`src/rtl/color_bbox_tracker.sv`:
```
// Per-frame bounding box and hit count of a colour-mask stream, latched at each frame start.
// Optional overlay outputs (box perimeter marked on the delayed stream) with COLOR_BBOX_OVERLAY_EN.
module color_bbox_tracker #(
  parameter int H_ACTIVE   = 640,
  parameter int V_ACTIVE   = 480,
  parameter int COORD_W    = 11,
  parameter int CNT_W      = 20,
  parameter int MIN_PIXELS = 16,
  parameter int VS_ACTIVE  = 1
) (
  input  logic               clk,
  input  logic               rst,
  input  logic               color_hs,
  input  logic               color_vs,
  input  logic               color_de,
  input  logic               color,
  output logic [COORD_W-1:0] box_x_min,
  output logic [COORD_W-1:0] box_x_max,
  output logic [COORD_W-1:0] box_y_min,
  output logic [COORD_W-1:0] box_y_max,
  output logic [CNT_W-1:0]   hit_count,
  output logic               box_valid,
  output logic               frame_done
`ifdef COLOR_BBOX_OVERLAY_EN
  ,
  output logic               ov_hs,
  output logic               ov_vs,
  output logic               ov_de,
  output logic [1:0]         ov_pix
`endif
);

  // state     | meaning
  // WAIT_SYNC | after reset, discard pixels until the first frame start
  // ACTIVE    | accumulating the current frame, latch on each frame start
  typedef enum logic {WAIT_SYNC, ACTIVE} state_t;

  localparam logic [COORD_W-1:0] X_LAST = COORD_W'(H_ACTIVE - 1);
  localparam logic [COORD_W-1:0] Y_LAST = COORD_W'(V_ACTIVE - 1);

  state_t             state, state_nxt;
  logic               vs_act, vs_d, fs, de_d, hit;
  logic               latch, acc_clr, acc_upd;
  logic [COORD_W-1:0] x, y, px, py;
  logic [COORD_W-1:0] xmin, xmax, ymin, ymax;
  logic [COORD_W-1:0] xmin_b, xmax_b, ymin_b, ymax_b;
  logic [COORD_W-1:0] xmin_n, xmax_n, ymin_n, ymax_n;
  logic [CNT_W-1:0]   cnt, cnt_b, cnt_n;

  assign vs_act = (color_vs == 1'(VS_ACTIVE));
  assign fs     = vs_act & ~vs_d;
  assign hit    = color_de & ~color;
  // A pixel coinciding with frame start belongs to the new frame at (0,0).
  assign px     = fs ? '0 : x;
  assign py     = fs ? '0 : y;

  always_ff @(posedge clk) begin
    if (rst) begin
      vs_d <= 1'b0;
      de_d <= 1'b0;
      x    <= '0;
      y    <= '0;
    end else begin
      vs_d <= vs_act;
      de_d <= color_de;
      if (fs) begin
        x <= '0;
        y <= '0;
      end else if (color_de) begin
        if (x != X_LAST) x <= x + 1'b1;
      end else if (de_d) begin
        x <= '0;
        if (y != Y_LAST) y <= y + 1'b1;
      end
    end
  end

  always_ff @(posedge clk) begin
    if (rst) state <= WAIT_SYNC;
    else     state <= state_nxt;
  end

  always_comb begin
    state_nxt = state;
    latch     = 1'b0;
    acc_clr   = 1'b0;
    acc_upd   = 1'b0;
    case (state)
      WAIT_SYNC: begin
        if (fs) begin
          acc_clr   = 1'b1;
          state_nxt = ACTIVE;
        end
      end
      ACTIVE: begin
        latch   = fs;
        acc_clr = fs;
        acc_upd = hit;
      end
      default: state_nxt = WAIT_SYNC;
    endcase
  end

  always_comb begin
    xmin_b = acc_clr ? '1 : xmin;
    xmax_b = acc_clr ? '0 : xmax;
    ymin_b = acc_clr ? '1 : ymin;
    ymax_b = acc_clr ? '0 : ymax;
    cnt_b  = acc_clr ? '0 : cnt;
    xmin_n = (acc_upd && px < xmin_b) ? px : xmin_b;
    xmax_n = (acc_upd && px > xmax_b) ? px : xmax_b;
    ymin_n = (acc_upd && py < ymin_b) ? py : ymin_b;
    ymax_n = (acc_upd && py > ymax_b) ? py : ymax_b;
    cnt_n  = (acc_upd && cnt_b != '1) ? cnt_b + 1'b1 : cnt_b;
  end

  always_ff @(posedge clk) begin
    if (rst) begin
      xmin <= '1;
      xmax <= '0;
      ymin <= '1;
      ymax <= '0;
      cnt  <= '0;
    end else begin
      xmin <= xmin_n;
      xmax <= xmax_n;
      ymin <= ymin_n;
      ymax <= ymax_n;
      cnt  <= cnt_n;
    end
  end

  always_ff @(posedge clk) begin
    if (rst) begin
      box_x_min  <= '0;
      box_x_max  <= '0;
      box_y_min  <= '0;
      box_y_max  <= '0;
      hit_count  <= '0;
      box_valid  <= 1'b0;
      frame_done <= 1'b0;
    end else begin
      frame_done <= latch;
      if (latch) begin
        hit_count <= cnt;
        if (cnt >= CNT_W'(MIN_PIXELS)) begin
          box_valid <= 1'b1;
          box_x_min <= xmin;
          box_x_max <= xmax;
          box_y_min <= ymin;
          box_y_max <= ymax;
        end else begin
          box_valid <= 1'b0;
          box_x_min <= '0;
          box_x_max <= '0;
          box_y_min <= '0;
          box_y_max <= '0;
        end
      end
    end
  end

`ifdef COLOR_BBOX_OVERLAY_EN
  logic border, on_x, on_y, in_x, in_y;

  assign on_x   = (px == box_x_min) || (px == box_x_max);
  assign on_y   = (py == box_y_min) || (py == box_y_max);
  assign in_x   = (px >= box_x_min) && (px <= box_x_max);
  assign in_y   = (py >= box_y_min) && (py <= box_y_max);
  assign border = box_valid & ((on_x & in_y) | (on_y & in_x));

  always_ff @(posedge clk) begin
    if (rst) begin
      ov_hs  <= 1'b0;
      ov_vs  <= 1'b0;
      ov_de  <= 1'b0;
      ov_pix <= 2'b00;
    end else begin
      ov_hs  <= color_hs;
      ov_vs  <= color_vs;
      ov_de  <= color_de;
      ov_pix <= {border, color};
    end
  end
`else
  logic unused_hs;
  assign unused_hs = color_hs;
`endif

endmodule

```
`config.mk`:
```
export PLATFORM = sky130hd
export DESIGN_NAME = color_bbox_tracker
export DESIGN_NICKNAME = d
export VERILOG_FILES = /design/src/rtl/color_bbox_tracker.sv
export SDC_FILE = /design/constraint.sdc
export NUM_CORES = 1
export LEC_CHECK = 0
export CORE_UTILIZATION = 43
export CTS_CLUSTER_SIZE = 30
export DETAILED_ROUTE_END_ITERATION = 10
export PLACE_DENSITY = 0.66
export SETUP_SLACK_MARGIN = 0.15
export SYNTH_ARGS = -nofsm -noshare
export SYNTH_HDL_FRONTEND = slang
export SYNTH_SLANG_ARGS = --single-unit
export TNS_END_PERCENT = 20
```
`constraint.sdc`:
```
create_clock -name clk -period 8.5 [get_ports clk]
set_clock_uncertainty 0.1 [all_clocks]
set_input_delay 2.55 -clock clk [delete_from_list [all_inputs] [get_ports clk]]
set_output_delay 2.55 -clock clk [all_outputs]
set_load 0.01 [all_outputs]
```
==> impl_metrics.csv <==
group,metric,value,unit
sta,finalSetupViolations,0,
layout,fin_area,0.008761,sq mm
yosys,synth_top_area_cell,"dfxtp_1",
layout,nets,955,
sta,rsz0062_at_grt,"false",
critical_path,cp_data_required_time,8.66,ns
layout,stdcell_count,1143,
sta,drv_slew,0,
layout,area_delta_synth_final,18.82,%
cts,max-clock-path-buffers,2,
yosys,synth_compound_area_frac,0.1597,
yosys,avgSynthCellArea,8.456,sq um
yosys,synth-seq-cells,155,
critical_path,ff2ff_setup_slack,4.83,ns
sta,tightest_slew,1.167,ns
yosys,synth_top_family_by_area,"simple AND/OR/NAND/NOR gates",
layout,antenna-diode-count,0,
yosys,synthCells,872,
drt,vias,6115,
place,place_hpwl,11.08,mm
cts,clock-sinks,155,
cts,cts_hold_buf,0,
layout,finalCoreUtilization,0.5264,
floorplan,rows,47,
grt,grt_pass1_wl,27.54,mm
critical_path,end_kind,"flip-flop",
drt,ant_nets,0,
yosys,synth_edf_count,0,
drt,wl,16.63,mm
critical_path,worstSetupStartpointType,"input pin",
critical_path,crit_type,"in2reg",
power_and_ir_drop,vdd_drop_max,0.0001433,V
cts,post_cts_resized,0,
yosys,synthesis.nets,917,
sta,relSlewSlack,0.2206,
yosys,synth_seq_area_share,0.4208,
yosys,synth_area,0.007373,sq mm
sta,period_share,0.6929,
grt,antenna_found_initial,0,
floorplan,dieArea,0.01767,sq mm
drt,vias_per_cell,5.350,
grt,grt.total_usage,0.1935,
floorplan,start_util,0.4430,
yosys,synth_xor_area_frac,0.03801,
place,dpl-instance-area,0.008139,sq mm
yosys,synth_cell_type_count,70,
drt,drt_first_pass_iters,5,
power_and_ir_drop,p_leak,3.165,nW
sta,clock.fmax,0.1698,GHz
outcome,status,"finished clean",
worst_hold_path,hp-class,"reg2reg",
critical_path,cp.arrival,6.05,ns
power_and_ir_drop,comb_power_share,0.038,
yosys,yosysWarnings,0,
drt,wl_per_cell,14.55,um
place,place_congestion,0.8067,
power_and_ir_drop,switching_share,0.2207,
cts,cts_setup_buffers,0,
critical_path,cp_max_fo,45,
yosys,ys_top_cells_by_area,"dfxtp_1, ha_1, nor2_1",
floorplan,core,0.01664,sq mm
yosys,synth-async-reset-ratio,0,
yosys,muxShareOfSynthArea,0.02579,
grt,grt.overflow.total,0,
cts,path_clk_slew,0.06,ns
sta,fin_setup_tns,0,ns
place,place_inst,1111,
yosys,synth_top_area_frac,0.4208,
floorplan,die_h,132.9,um
cts,cts_tree,"done",
power_and_ir_drop,clkPwrFrac,0.499,
floorplan,die_w,132.9,um
drt,drcViolationCount,0,
drt,drt_iter0_drc,410,
floorplan,io_pins,72,
sta,hold_viol_final,0,
cts,cts_root_buf,"clkbuf_16",
yosys,synth_ff_type,"dfxtp_1",
place,port_buffers,70,
cts,cts.htree.levels,4,
sta,period_needed,5.890,ns
yosys,synthSimpleGateAreaFrac,0.2420,
yosys,ys_top_cells_by_count,"dfxtp_1, nor2_1, nand2_1, a21oi_1, a22oi_1",
cts,cts_buffers,17,
flow_run,cap_violations,0,
power_and_ir_drop,p_sw,0.3511,mW
grt,grt_max_degree,94,
cts,clock_latency,0.43,ns
yosys,synthAdderAreaFrac,0.06771,
layout,layout-drive-gt1-share,0.06717,
yosys,synth.most_common_cell,"dfxtp_1",
grt,grt_pass1_vias,5444,
power_and_ir_drop,intPower,1.240,mW
power_and_ir_drop,p_seq_frac,0.463,
power_and_ir_drop,p_per_area,181.6,mW/mm^2
layout,fillers,1578,
state kept, by name, indices dropped and copies added, names as in the netlist, 11 cells and up:
| name | flops |
|---|---|
| box_y_max | 11 |
| ymax | 11 |
| xmin | 11 |
| x | 11 |
| box_x_max | 11 |
| y | 11 |
| hit_count | 20 |
| cnt | 20 |
| xmax | 11 |
| ymin | 11 |
| box_x_min | 11 |
| box_y_min | 11 |
power by group through the flow:
stage | Combinational, mW | Clock [mW] | Sequential [mW]
after floorplan | 0.0476 | 0 | 0.751
after global placement | 0.0599 | 0 | 0.752
after detailed placement | 0.0608 | 0 | 0.753
after CTS | 0.0610 | 0.804 | 0.736
after global routing | 0.0672 | 0.835 | 0.737
final | 0.0603 | 0.794 | 0.736
critical path, stage by stage:
cell	delay (ns)
clkdlybuf4s50_1	0.44
nand2b_2	0.29
buf_4	0.51
nand2_1	0.14
inv_1	0.12
ha_1	0.26
nor2b_1	0.14
a221oi_1	0.24
nor3_1	0.10
o311ai_2	1.00
o21ai_0	0.25
routing by layer:
| metal | track usage | wire, um | share of wire |
|---|---|---|---|
| met2 | 0.2967 | 7474 | 0.45 |
| met3 | 0.03410 | 504 | 0.030 |
| met5 | 0 | 0 | 0 |
| met4 | 0.07344 | 229 | 0.014 |
| met1 | 0.2696 | 8420 | 0.51 |
cell type report:
type	count	area [sq um]	share of cell area
Sequential cell	155	3103	0.3542
Clock inverter	10	137.6	0.01571
Multi-Input combinational cell	645	3954	0.4513
Clock buffer	22	484.2	0.05527
Timing Repair Buffer	78	758.2	0.08655
Tap cell	220	275.3	0.03142
Inverter	13	48.80	0.005570
per-stage QoR:
| step | worst slack, ns | power (mW) | hold WS, ns |
|---|---|---|---|
| 2_1_floorplan | 2.984 | 0.7985 | 0.3449 |
| 3_5_place_dp | 2.184 | 0.8133 | 0.3478 |
| 5_1_grt | 2.234 | 1.639 | 0.3730 |
| 4_1_cts | 2.607 | 1.602 | 0.3560 |
| 3_3_place_gp | 2.233 | 0.8124 | 0.3434 |
| 6_report | 2.610 | 1.591 | 0.3513 |
worst paths after layout:
path	from	to	cells after the start
worst max-delay path	color_vs	ymax[5]	11
worst min-delay path	hit_count[11]	hit_count[11]	2
worst max register to register	vs_d	ymax[5]	10
worst min register to register	hit_count[11]	hit_count[11]	2
logic make-up (layout without fill, tap and decap cells):
logic type	count (synthesis)	after routing
compound gates	173	173
xor+xnor	32	32
fa+ha+maj	40	40
buf+inv	72	123
flops	155	155
mux	19	19
simple gates	381	381
placed cells by master, fill, tap and decap left out, types with 18 or more instances in the layout:
| cell type | count |
|---|---|
| a22oi_1 | 44 |
| nand2_1 | 112 |
| clkdlybuf4s50_1 | 69 |
| mux2i_1 | 19 |
| nand3_1 | 41 |
| and2_1 | 18 |
| ha_1 | 39 |
| dfxtp_1 | 155 |
| a21oi_1 | 47 |
| nor2_1 | 124 |
(Power assumes the default switching activity.)
